[config.mk]
export PLATFORM = sky130hd
export DESIGN_NAME = melody_recorder
export DESIGN_NICKNAME = d
export VERILOG_FILES = /design/src/rtl/melody_recorder.sv
export SDC_FILE = /design/constraint.sdc
export NUM_CORES = 1
export LEC_CHECK = 0
export CORE_UTILIZATION = 35
export DETAILED_ROUTE_END_ITERATION = 16
export DONT_BUFFER_PORTS = 1
export PLACE_DENSITY = 0.53
export SYNTH_ARGS = -nofsm -noshare
export SYNTH_HDL_FRONTEND = slang
export SYNTH_SLANG_ARGS = --single-unit
[constraint.sdc]
create_clock -name clk -period 5.2 [get_ports clk]
set_input_delay 1.04 -clock clk [delete_from_list [all_inputs] [get_ports clk]]
set_output_delay 1.04 -clock clk [all_outputs]
set_load 0.005 [all_outputs]
[src/rtl/melody_recorder.sv]
// Live melody capture: quantises key holds into 6-bit player note codes and writes them to the melody store.
// Optional feature macro: MELODY_REC_REST_EN (writes one rest code 0 per long silent gap).
module melody_recorder #(
    parameter int DEPTH       = 64,
    parameter int ADDR_W      = 6,
    parameter int UNIT_CYCLES = 12_500_000,
    parameter int REST_UNITS  = 4
) (
    input  logic              clk,
    input  logic              reset,
    input  logic              rec_en,
    input  logic [6:0]        keys,
    input  logic              isHight,
    input  logic              isLow,
    output logic              wr_en,
    output logic [ADDR_W-1:0] wr_addr,
    output logic [5:0]        wr_code,
    output logic [ADDR_W:0]   rec_length,
    output logic              full,
    output logic              recording
);

    localparam int HOLD_MAX = 4 * UNIT_CYCLES;
    localparam int H_W      = $clog2(HOLD_MAX + 1);
    localparam logic [H_W-1:0]    HOLD_SAT   = H_W'(HOLD_MAX);
    localparam logic [H_W-1:0]    SIXT_LIM   = H_W'(2 * UNIT_CYCLES);
    localparam logic [H_W-1:0]    EIGHTH_LIM = H_W'(4 * UNIT_CYCLES);
    localparam logic [ADDR_W:0]   DEPTH_C    = (ADDR_W + 1)'(DEPTH);
`ifdef MELODY_REC_REST_EN
    localparam int REST_MAX = REST_UNITS * UNIT_CYCLES;
    localparam int G_W      = $clog2(REST_MAX + 1);
    localparam logic [G_W-1:0] GAP_SAT = G_W'(REST_MAX);
`endif

    typedef enum logic [1:0] {S_IDLE = 2'd0, S_WAIT = 2'd1, S_HOLD = 2'd2} state_t;
    typedef enum logic [1:0] {OCT_MID = 2'd0, OCT_LOW = 2'd1, OCT_HIGH = 2'd2} oct_t;
    typedef enum logic [1:0] {DUR_EIGHTH = 2'd0, DUR_QUARTER = 2'd1, DUR_SIXTEENTH = 2'd2} dur_t;

    // Highest pressed key wins; do (bit 6) maps to note 0.
    function automatic logic [2:0] note_index(input logic [6:0] k);
        logic [2:0] idx;
        if (k[6])      idx = 3'd0;
        else if (k[5]) idx = 3'd1;
        else if (k[4]) idx = 3'd2;
        else if (k[3]) idx = 3'd3;
        else if (k[2]) idx = 3'd4;
        else if (k[1]) idx = 3'd5;
        else           idx = 3'd6;
        return idx;
    endfunction

    function automatic oct_t octave_sel(input logic hi, input logic lo);
        oct_t o;
        if (hi && !lo)      o = OCT_HIGH;
        else if (lo && !hi) o = OCT_LOW;
        else                o = OCT_MID;
        return o;
    endfunction

    function automatic dur_t dur_class(input logic [H_W-1:0] h);
        dur_t d;
        if (h < SIXT_LIM)        d = DUR_SIXTEENTH;
        else if (h < EIGHTH_LIM) d = DUR_EIGHTH;
        else                     d = DUR_QUARTER;
        return d;
    endfunction

    // Bases step by 21 per octave band and by 7 per duration class, starting at mid eighth = 1.
    function automatic logic [5:0] note_code(input oct_t o, input dur_t d, input logic [2:0] n);
        logic [5:0] base;
        case (o)
            OCT_LOW:  base = 6'd22;
            OCT_HIGH: base = 6'd43;
            default:  base = 6'd1;
        endcase
        case (d)
            DUR_QUARTER:   base = base + 6'd7;
            DUR_SIXTEENTH: base = base + 6'd14;
            default:       base = base + 6'd0;
        endcase
        return base + {3'd0, n};
    endfunction

    logic [6:0]        keys_q;
    logic              hi_q, lo_q;
    state_t            state_q, state_d;
    logic [2:0]        note_q, note_d;
    oct_t              oct_q, oct_d;
    logic [H_W-1:0]    hold_q, hold_d;
    logic [ADDR_W:0]   count_q;
    logic [ADDR_W:0]   rec_length_q;
    logic              full_q;
    logic              wr_en_q;
    logic [ADDR_W-1:0] wr_addr_q;
    logic [5:0]        wr_code_q;
    logic              recording_q;
`ifdef MELODY_REC_REST_EN
    logic [G_W-1:0]    gap_q, gap_d;
`endif

    logic              smp_valid_s;
    logic [2:0]        smp_note_s;
    oct_t              smp_oct_s;
    logic              wr_req_s;
    logic              wr_fire_s;
    logic              clear_take_s;
    logic [5:0]        wr_code_s;

    assign smp_valid_s = |keys_q;
    assign smp_note_s  = note_index(keys_q);
    assign smp_oct_s   = octave_sel(hi_q, lo_q);
    assign wr_fire_s   = wr_req_s && (count_q != DEPTH_C);

    // Input sample register; the FSM only ever looks at these values.
    always_ff @(posedge clk or negedge reset) begin
        if (!reset) begin
            keys_q <= 7'd0;
            hi_q   <= 1'b0;
            lo_q   <= 1'b0;
        end else begin
            keys_q <= keys;
            hi_q   <= isHight;
            lo_q   <= isLow;
        end
    end

    // Next-state and write-request logic of the capture FSM.
    always_comb begin
        state_d      = state_q;
        note_d       = note_q;
        oct_d        = oct_q;
        hold_d       = hold_q;
        wr_req_s     = 1'b0;
        wr_code_s    = 6'd0;
        clear_take_s = 1'b0;
`ifdef MELODY_REC_REST_EN
        gap_d        = gap_q;
`endif
        case (state_q)
            S_IDLE: begin
                if (rec_en) begin
                    clear_take_s = 1'b1;
                    state_d      = S_WAIT;
`ifdef MELODY_REC_REST_EN
                    gap_d        = {G_W{1'b0}};
`endif
                end else begin
                    state_d = S_IDLE;
                end
            end
            S_WAIT: begin
                if (!rec_en) begin
                    state_d = S_IDLE;
                end else if (smp_valid_s) begin
                    state_d = S_HOLD;
                    note_d  = smp_note_s;
                    oct_d   = smp_oct_s;
                    hold_d  = H_W'(1);
                end else begin
`ifdef MELODY_REC_REST_EN
                    // Saturating at the limit is what keeps it to a single rest per gap.
                    if (gap_q != GAP_SAT) begin
                        gap_d = gap_q + G_W'(1);
                        if ((gap_d == GAP_SAT) && (count_q != {(ADDR_W + 1){1'b0}})) begin
                            wr_req_s  = 1'b1;
                            wr_code_s = 6'd0;
                        end else begin
                            wr_req_s  = 1'b0;
                        end
                    end else begin
                        gap_d = gap_q;
                    end
`else
                    state_d = S_WAIT;
`endif
                end
            end
            S_HOLD: begin
                wr_code_s = note_code(oct_q, dur_class(hold_q), note_q);
                if (!rec_en) begin
                    wr_req_s = 1'b1;
                    state_d  = S_IDLE;
                end else if (!smp_valid_s) begin
                    wr_req_s = 1'b1;
                    state_d  = S_WAIT;
`ifdef MELODY_REC_REST_EN
                    gap_d    = {G_W{1'b0}};
`endif
                end else if (smp_note_s != note_q) begin
                    wr_req_s = 1'b1;
                    note_d   = smp_note_s;
                    oct_d    = smp_oct_s;
                    hold_d   = H_W'(1);
                end else if (hold_q != HOLD_SAT) begin
                    hold_d = hold_q + H_W'(1);
                end else begin
                    hold_d = hold_q;
                end
            end
            default: begin
                state_d = S_IDLE;
            end
        endcase
    end

    // FSM state and latched note context.
    always_ff @(posedge clk or negedge reset) begin
        if (!reset) begin
            state_q <= S_IDLE;
            note_q  <= 3'd0;
            oct_q   <= OCT_MID;
            hold_q  <= {H_W{1'b0}};
`ifdef MELODY_REC_REST_EN
            gap_q   <= {G_W{1'b0}};
`endif
        end else begin
            state_q <= state_d;
            note_q  <= note_d;
            oct_q   <= oct_d;
            hold_q  <= hold_d;
`ifdef MELODY_REC_REST_EN
            gap_q   <= gap_d;
`endif
        end
    end

    // Write port, take length and full flag; rec_length trails the internal write pointer by one cycle.
    always_ff @(posedge clk or negedge reset) begin
        if (!reset) begin
            wr_en_q      <= 1'b0;
            wr_addr_q    <= {ADDR_W{1'b0}};
            wr_code_q    <= 6'd0;
            count_q      <= {(ADDR_W + 1){1'b0}};
            rec_length_q <= {(ADDR_W + 1){1'b0}};
            full_q       <= 1'b0;
            recording_q  <= 1'b0;
        end else begin
            wr_en_q     <= wr_fire_s;
            recording_q <= (state_d != S_IDLE);
            if (wr_fire_s) begin
                wr_addr_q <= count_q[ADDR_W-1:0];
                wr_code_q <= wr_code_s;
            end
            if (clear_take_s) begin
                count_q      <= {(ADDR_W + 1){1'b0}};
                rec_length_q <= {(ADDR_W + 1){1'b0}};
                full_q       <= 1'b0;
            end else begin
                count_q      <= wr_fire_s ? (count_q + (ADDR_W + 1)'(1)) : count_q;
                rec_length_q <= count_q;
                full_q       <= (count_q == DEPTH_C);
            end
        end
    end

    assign wr_en      = wr_en_q;
    assign wr_addr    = wr_addr_q;
    assign wr_code    = wr_code_q;
    assign rec_length = rec_length_q;
    assign full       = full_q;
    assign recording  = recording_q;

endmodule

**Yosys cells after proc, flatten, opt, wreduce, memory -nomap -nowiden**

Cells that the tools add are included.

- Flip-flop bits (word level): 71
- Input port bits: 12
- Output and inout bits: 22
- Logic and storage cells: 100

- Add/subtract/negate cells: 5
- Magnitude comparators: 2
- Equality and inequality tests: 16
- Multiplexer cells: 51
- Reductions and logical operators: 12

Operator list:

| operator | count |
|---|---|
| 26-bit two-way mux | 6 |
| 26-bit case mux with 2 select lines | 1 |
| 2-bit two-way mux | 14 |
| 3-bit two-way mux | 9 |
| 26-bit by 1-bit adder with 26-bit output, second input constant | 1 |
| 26-bit by 25-bit less-than comparator with 1-bit output, second input constant | 1 |
| 26-bit less-than comparator, second input constant | 1 |
| 26-bit != test, second input constant | 1 |
| 6-bit case mux with 2 select lines | 2 |
| 7-bit two-way mux | 3 |
| 6-bit two-way mux | 3 |
| 6-bit AND reduction | 2 |
| 1-bit two-way mux | 10 |
| 2-bit != test, second input constant | 5 |
| 7-bit by 1-bit adder with 7-bit output, second input constant | 1 |
| 7-bit equality test, second input constant | 1 |
| 7-bit != test, second input constant | 1 |
| 7-bit OR reduction | 1 |
| 6-bit by 3-bit adder with 6-bit output | 1 |
| 6-bit by 3-bit adder with 6-bit output, second input constant | 1 |
| 6-bit by 4-bit adder with 6-bit output, second input constant | 1 |
| 2-bit by 1-bit equality test with 1-bit output, second input constant | 3 |
| 2-bit equality test, second input constant | 3 |
| 2-bit case mux with 3 select lines | 1 |
| other kinds (8) | 13 |

**Logic depth before layout (Yosys ltp)**

Gate-level depths: netlist of the first run.

- Depth in word-level cells: 14
- Gate-level depth with buffers: 13
- Gate-level depth less buffers: 12

**Least setup slack after synthesis of the first run**

OpenSTA, ideal clock, no wires.

- Kind: register to register
- Start: register hold_q[10]
- End: register wr_code_q[5] (netlist: wr_code[5])
- Arrival: 2.820 ns
- Data required time: 5.131 ns
- Slack: 2.310 ns
- Cell stages (with the launch flop): 12
- Path buffers: 0
- Clock period less this slack: 2.890 ns
- Cells stage by stage: dfrtp_1 -> or4_4 -> o2111ai_2 -> a2bb2oi_2 -> and2_1 -> a211oi_1 -> ha_1 -> a21o_1 -> a21oi_1 -> a21oi_1 -> a211o_1 -> nand3_1

- Cells in the longest elaborated chain, start to end: 9

Ends and longest elaborated chain:

| what | RTL line | text |
|---|---|---|
| from (decl) | 89 | `logic [H_W-1:0] hold_q, hold_d;` |
| from (signal assigned) | 212 | `hold_q <= {H_W{1'b0}};` |
| from (signal assigned) | 220 | `hold_q <= hold_d;` |
| 26-bit less-than comparator | 63 | `else if (h < EIGHTH_LIM) d = DUR_EIGHTH;` |
| 1-bit two-way mux | 63 |  |
| 2-bit two-way mux * | 62 | `if (h < SIXT_LIM) d = DUR_SIXTEENTH;` |
| 2-bit two-way mux * | 139 | `case (state_q)` |
| 2-bit equality test / 2-bit by 1-bit equality test with 1-bit output (equally long branches) | 76 | `case (d)` |
| 6-bit case mux with 2 select lines * | 76 |  |
| 6-bit two-way mux * | 139 |  |
| 6-bit by 3-bit adder with 6-bit output * | 81 | `return base + {3'd0, n};` |
| 6-bit two-way mux * | 139 |  |
| to (signal assigned) | 242 | `wr_code_q <= wr_code_s;` |
| to (decl) | 95 | `logic [5:0] wr_code_q;` |

Every way passes the cells marked *; elsewhere a longest branch is shown, timed or not. The select of a mux whose other input is x is not followed.
A chain may end at the register's enable or synchronous reset.

**Worst setup path in the final report of the first run**

Ends and elaborated chain as after synthesis.

==> summary.txt, run 1 <==
Timing
  • Setup violators final: 0
  • RSZ-0062 raised after global routing: no
  • Slew at the pin with the worst max-slew slack: 0.911 ns
  • Crit share post-route: 60.0%
  • Setup TNS: 0 ns
  • Setup ws final: 2.08 ns
  • Pins Over Slew Limit: 0
  • Slew headroom: 39.3%
  • Endpoints failing hold: 0
  • Max Freq: 0.320 GHz
  • Fin crit period: 3.12 ns
  • Clk_skew: 0.0199 ns

Power and ir drop
  • Switching Fraction: 36.1%
  • Cell Pwr Density: 382 mW/mm²
  • Max IR drop VDD: 193 µV
  • Internal power: 0.960 mW
  • Final Power: 1.50 mW
  • Net switching power: 0.543 mW
  • Logic pwr share: 25.5%
  • Power share of the clock group: 29.7%
  • Leakage power: 1.68 nW
  • Seq pwr share: 44.8%

Clock network
  • Clk sink count: 71
  • CTS H-tree depth: 3
  • Clock Tree Buf Depth: 2
  • CTS Hold Bufs: 0
  • Root Driver: clkbuf_8
  • CTS tree: yes
  • Num CTS Buffers: 9
  • Setup bufs post-CTS: 0
  • Skew-Pair Late Insertion Delay: 0.36 ns
  • Resized cells post-CTS: 0
  • Clock slew at reported path FFs: 0.11 ns

Drt
  • DR vias/cell: 5.03
  • Post-route DRC: 0
  • DR pass1 iterations: 4
  • Drt wl/cell: 14.6 µm
  • Vias: 2,510
  • Routed WL: 7.28 mm
  • Drt first-iter violations: 91
  • Final ANT Viol Nets: 0

Logic synthesis
  • Count leader, synth: dfrtp_1
  • Primary FF master, synth: dfrtp_1
  • Post-synthesis cell area: 0.00360 mm²
  • Top-area cell type share of the netlist area: 49.4%
  • Synth Area in Adders: 4.38%
  • Synth Area in Compound Gates: 10.5%
  • Post-synthesis xor/xnor area fraction: 6.82%
  • Top area cells in the synthesized netlist: dfrtp_1, nor2_1, xnor2_1
  • Synth Instances: 356
  • Mux contribution to synthesized area: 2.75%
  • Synthesized Nets: 380
  • Avg Inst Size Synth: 10.1 µm²
  • Simple-Gate Fraction of Synth Area: 23.1%
  • Yosys cell types: 58
  • Post-synth top cells: dfrtp_1, nor2_1, nand2_1, nand3_1
  • Sequential area share after synthesis: 49.4%
  • Post-synth ARST share: 100%
  • Synthesized flop and latch total: 71
  • Ys Warns: 0
  • Main combinational cell family by area after synthesis: simple AND/OR/NAND/NOR gates
  • EDFF count, synth: 0
  • Yosys top cell by area: dfrtp_1

Floorplanning
  • I/O pin cnt: 34
  • Die Footprint: 0.0107 mm²
  • Die Span X: 103 µm
  • Die height: 103 µm
  • # rows: 36
  • Core area: 0.00986 mm²
  • Starting Density: 36.5%

Placed design
  • PortBufs: 0
  • DPL Wire Length: 5.02 mm
  • Placer Congestion: 0.809
  • Dpl ws: 2.10 ns

GRT
  • Initial antenna violation count: 0
  • First-pass GRT wire length: 12.3 mm
  • Total GRT Usage: 15.3%
  • Number of global-route vias before repair: 2,430
  • Largest net degree at the start of global routing: 72
  • Overflow after GRT: 0

Cells and area
  • Layout cell share with drive strength beyond 1: 11.7%
  • FILL cells: 986
  • Final Core Density: 39.9%
  • Synth-to-layout area growth: 9.32%
  • Antenna diodes: 0
  • Final net count: 385

Setup path
  • Worst setup EP type: flop
  • CP Class: reg2reg
  • Worst setup SP type: flop
  • CP arrival: 3.41 ns
  • Req. time, crit path: 5.49 ns
  • Crit Path Max Fanout: 6

Worst hold path
  • Type of the worst min-delay path: in2async

Run
  • MaxCap Viol Count: 0

Outcome
  • Status: finished, final reports clean
[stage by stage]
step,hold WS (ns),area [µm²],instances
global route,0.328,3930,499
CTS,0.340,3930,499
floorplan,0.463,3600,356
global placement,0.496,3740,483
detailed placement,0.503,3740,483
finish,0.350,3930,499
[area by class of cell]
cell class | instances | area [µm²] | area share [%]
multi-input cells | 258 | 1710 | 43.6
clock inverters | 7 | 68.8 | 1.75
repair buffers | 1 | 7.51 | 0.191
inverters | 20 | 75.1 | 1.91
flip-flops and latches | 71 | 1780 | 45.2
clock buffers | 9 | 124 | 3.15
well taps | 133 | 166 | 4.23
[state kept, by name, indices dropped and copies added (netlist names)]
register and flops:
count_q 7, full 1, lo_q 1, wr_en 1, hi_q 1, recording 1
note_q 3, oct_q 2, hold_q 26, keys_q 7, state_q 2, rec_length 7
wr_code 6, wr_addr 6
[critical path: stages (launching register included)]
cell	delay (ns)
dfrtp_1	0.44
or4_4	0.59
o2111ai_2	0.21
a2bb2oi_2	0.13
and2_1	0.22
a211oi_1	0.32
ha_1	0.30
a21o_1	0.17
a21oi_1	0.22
a21oi_1	0.09
a211o_1	0.31
nand3_1	0.08
[worst paths after layout]
check	startpoint	end	slack [ns]	depth (start not counted)
min in group clk	wr_code[0]$_DFFE_PN0P_	wr_code[0]$_DFFE_PN0P_	0.51	2
max in group asynchronous	reset	hold_q[1]$_DFFE_PN0P_	4.71	0
hold / removal	reset	rec_length[2]$_DFF_PN0_	0.35	0
setup reg to reg	hold_q[10]$_DFFE_PN0P_	wr_code[5]$_DFFE_PN0P_	2.08	11
hold reg to reg	wr_code[0]$_DFFE_PN0P_	wr_code[0]$_DFFE_PN0P_	0.51	2
setup / recovery	hold_q[10]$_DFFE_PN0P_	wr_code[5]$_DFFE_PN0P_	2.08	11
[layout by cell type, fill, tap and decap left out, types with 2 or more instances in the layout]
| cell | count |
|---|---|
| mux2i_1 | 2 |
| clkbuf_8 | 9 |
| a21oi_1 | 11 |
| and2_1 | 3 |
| inv_8 | 3 |
| nand2_1 | 34 |
| nor2b_1 | 6 |
| dfrtp_1 | 71 |
| o31ai_1 | 2 |
| a21oi_2 | 2 |
| a31oi_1 | 2 |
| nand3b_1 | 2 |
| and4_1 | 4 |
| or3_1 | 3 |
| nand2b_1 | 3 |
| nand4_1 | 13 |
| mux2_2 | 5 |
| nor2_1 | 44 |
| inv_6 | 3 |
| mux2_1 | 2 |
| nand3_1 | 18 |
| nor4_2 | 2 |
| and3_1 | 3 |
| inv_2 | 3 |
| o21ai_0 | 16 |
| nor4_1 | 4 |
| nor3_1 | 7 |
| inv_1 | 17 |
| o21ai_1 | 2 |
| or4_4 | 2 |
| or4_1 | 2 |
| xor2_1 | 11 |
| xnor2_1 | 17 |
| ha_1 | 11 |
[layer usage]
layer | global-route usage (%) | share of wire, % | vias up
met4 | 5.31 | 1.4 | 0
met3 | 3.23 | 3.8 | 9
met1 | 22.2 | 51 | 1197
met2 | 22.5 | 44 | 47
li1 | - | - | 1257
met5 | 0 | 0 | -
[cell families after synthesis]
group	Yosys count
and+or+nand+nor	157
DFF	71
AOI/OAI and AO/OA	52
xor gates and xnor gates	28
buffers and inverters	27
adders and majority gates	12
muxes	9
[power by group through the flow]
stage               Combinational [mW]  Clock, mW  Sequential, mW
floorplan                        0.310          0           0.669
global placement                 0.382          0           0.686
detailed placement               0.384          0           0.687
CTS                              0.389      0.463           0.676
global route                     0.440      0.488           0.687
finish                           0.383      0.447           0.673
Note: power is estimated with default switching activity, not from simulation.
==> run 2: changes to the inputs <==
==> constraint.sdc (replaced) <==
create_clock -name clk -period 3.2 [get_ports clk]
set_input_delay 0.64 -clock clk [delete_from_list [all_inputs] [get_ports clk]]
set_output_delay 0.64 -clock clk [all_outputs]
set_load 0.005 [all_outputs]
==> run 2 against run 1 <==
  * Worst setup slack worse by 1.9 ns
  * First-iteration DRC count rose by 30%
  * Via count up 3.4%
  * Register-to-register slack worse by 1.9 ns
  * Global-route usage is 0.31 points higher
  * Worst hold slack lost 0.19 ns
  * Clock power increased by 42%
  * Combinational power increased by 78%
  * Die area stayed put
  * Count of clock-buffer cells in the layout unchanged
  * Utilization up 0.63 points
  * Sequential share of layout area is 0.68 points lower
  * Critical endpoint unchanged
  * Largest cell class unchanged
  * Highest routed layer unchanged
==> summary.txt, run 2 (same netlist as run 1, synthesis figures left out) <==
Clock network
  • Clock slew at reported path FFs: 0.08 ns (-0.03 ns)
  • Setup bufs post-CTS: 0 (unchanged)
  • CTS H-tree depth: 3 (unchanged)
  • Skew-Pair Late Insertion Delay: 0.34 ns (-0.02 ns)
  • Clk sink count: 71 (unchanged)
  • CTS tree: yes
  • Num CTS Buffers: 9 (unchanged)
  • Clock Tree Buf Depth: 2 (unchanged)
  • Root Driver: clkbuf_8

Cells and area
  • Final net count: 392 (+1.8%)
  • Layout cell share with drive strength beyond 1: 14.2% (+2.5 points)
  • Most frequent cells in the layout: dfrtp_1, nor2_1, nand2_1
  • Largest Register: hold_q
  • Leading cell type in the layout, fill and taps excluded: dfrtp_1
  • Synth-to-layout area growth: 11.1%
  • Antenna diodes: 0 (unchanged)
  • Largest register FFs: 26 (unchanged)

GRT
  • Initial antenna violation count: 0 (unchanged)
  • Total GRT Usage: 15.6% (+0.31 points)
  • Largest net degree at the start of global routing: 72 (unchanged)
  • Number of global-route vias before repair: 2,587 (+6.5%)
  • Overflow after GRT: 0 (unchanged)
  • First-pass GRT wire length: 12.7 mm (+3.2%)

Setup path
  • Crit Path Max Fanout: 6 (unchanged)
  • Req. time, crit path: 3.48 ns (-2.01 ns)
  • Worst-path cell chain: or4_4 -> o2111ai_2 -> a2bb2oi_2 -> and2_1 -> a211oi_2 -> ha_1 -> a21o_1 -> a21oi_2 -> a21oi_1 -> a211o_1 -> nand3_1
  • Depth of the worst register-to-register path: 11 (unchanged)
  • CP arrival: 3.28 ns (-0.13 ns)
  • Worst r2r src: hold_q[8]$_DFFE_PN0P_
  • Worst r2r dst: wr_code[5]$_DFFE_PN0P_
  • CP Class: reg2reg
  • R2r setup slk: 0.20 ns (-1.88 ns)
  • CP max stage delay: 0.56 ns (-0.03 ns)
  • Worst setup SP type: flop
  • Critical-path top delay cell: or4_4
  • Worst setup EP type: flop

Floorplanning
  • Core area: 0.00986 mm² (unchanged)
  • Die Footprint: 0.0107 mm² (unchanged)
  • # rows: 36 (unchanged)
  • I/O pin cnt: 34 (unchanged)
  • Die height: 103 µm (unchanged)
  • Starting Density: 36.5% (unchanged)
  • Die Span X: 103 µm (unchanged)

Drt
  • DR vias/cell: 5.13 (+2.0%)
  • Drt wl/cell: 14.5 µm (-0.62%)
  • Routed WL: 7.34 mm (+0.77%)
  • DR pass1 iterations: 4 (unchanged)
  • Drt first-iter violations: 118 (+30%)
  • Final ANT Viol Nets: 0 (unchanged)
  • Vias: 2,596 (+3.4%)
  • Post-route DRC: 0 (unchanged)

Timing
  • Hold_ws: 0.156 ns (-0.194 ns)
  • Clk_skew: 0.00942 ns (-0.0105 ns)
  • Slew headroom: 63.3% (+24 points)
  • Pins Over Slew Limit: 0 (unchanged)
  • Crit share post-route: 93.8% (+34 points)
  • Setup violators final: 0 (unchanged)
  • Fin crit period: 3.00 ns (-0.120 ns)
  • Max Freq: 0.333 GHz (+4.0%)
  • Endpoints failing hold: 0 (unchanged)
  • Slew at the pin with the worst max-slew slack: 0.545 ns (-0.366 ns)
  • Setup TNS: 0 ns (unchanged)
  • RSZ-0062 raised after global routing: no

Placed design
  • PortBufs: 0 (unchanged)
  • DPL Wire Length: 5.23 mm (+4.2%)
  • Placer Congestion: 0.816 (+0.80%)

Outcome
  • Status: finished, final reports clean

Power and ir drop
  • Leakage power: 1.71 nW (+2.0%)
  • Max IR drop VDD: 235 µV (+22%)
  • Cell Pwr Density: 603 mW/mm² (+58%)

Worst hold path
  • Type of the worst min-delay path: in2async

Run
  • MaxCap Viol Count: 0 (unchanged)
run 2: cell types whose count changed in the layout (fill, tap and decap cells not counted), moves of 2 or more:
cell	change
buf_4	+6
clkinv_2	+3
inv_6	-2
inv_8	-3
run 2: area by class of cell:
type	count	area, µm²
fillers	969	5870
flip-flops and latches	71	1780
multi-input cells	258	1720
well taps	133	166
clock buffers	9	124
repair buffers	8	80.1
inverters	20	75.1
clock inverters	7	48.8
run 2: critical path: cells and delay by family, from the launching register on:
kind | cells | cell delay [ns]
flops | 1 | 0.45
simple gates | 3 | 0.87
fa+ha+maj | 1 | 0.29
compound gates | 7 | 1.33
run 2: report_power, final:
part	switching (mW)	total [mW]	internal, mW
logic	0.407	0.681	0.273
clock network	0.352	0.634	0.282
registers	0.0935	1.09	0.999
run 2: per-stage QoR:
stage          area (µm²)  setup WS, ns  cells  power [mW]  util [%]
2_1_floorplan        3600         0.310    356        1.59         -
3_3_place_gp         3780         0.164    489        1.74      38.4
3_5_place_dp         3780        0.0779    489        1.75      38.4
4_1_cts              3980        0.0338    506        2.43      40.4
5_1_grt              3990        0.0281    506        2.59      40.5
6_report             3990         0.199    506        2.41      40.5
run 2: layer usage:
layer  share of wire, %  global-route usage [%]  wire length [µm]  vias to the layer above
li1                   -                       -                 -                     1268
met1                 49                    21.5              3620                     1264
met2                 45                    24.0              3320                       58
met3                4.5                    3.70               330                        6
met4               0.91                    5.31                67                        0
met5                  0                       0                 0                        -
run 2: worst max-delay path by stage:
| stage | from | to | slack [ns] | cells after the start |
|---|---|---|---|---|
| after floorplan | hold_q[10]$_DFFE_PN0P_ | wr_code[5]$_DFFE_PN0P_ | 0.31 | 11 |
| after global placement | hold_q[8]$_DFFE_PN0P_ | wr_code[5]$_DFFE_PN0P_ | 0.16 | 11 |
| after detailed placement | hold_q[8]$_DFFE_PN0P_ | wr_code[5]$_DFFE_PN0P_ | 0.08 | 11 |
| after CTS | hold_q[8]$_DFFE_PN0P_ | wr_code[5]$_DFFE_PN0P_ | 0.03 | 11 |
| after global routing | hold_q[8]$_DFFE_PN0P_ | wr_code[4]$_DFFE_PN0P_ | 0.03 | 12 |
| final | hold_q[8]$_DFFE_PN0P_ | wr_code[5]$_DFFE_PN0P_ | 0.20 | 11 |
run 2: timing repair:
item / 4_1_cts / 5_1_grt
endpoints found under the hold margin: 71 / 0
resized for setup: 0 / 3
hold buffers: 1 / 0
endpoints found under the setup margin: 0 / 3
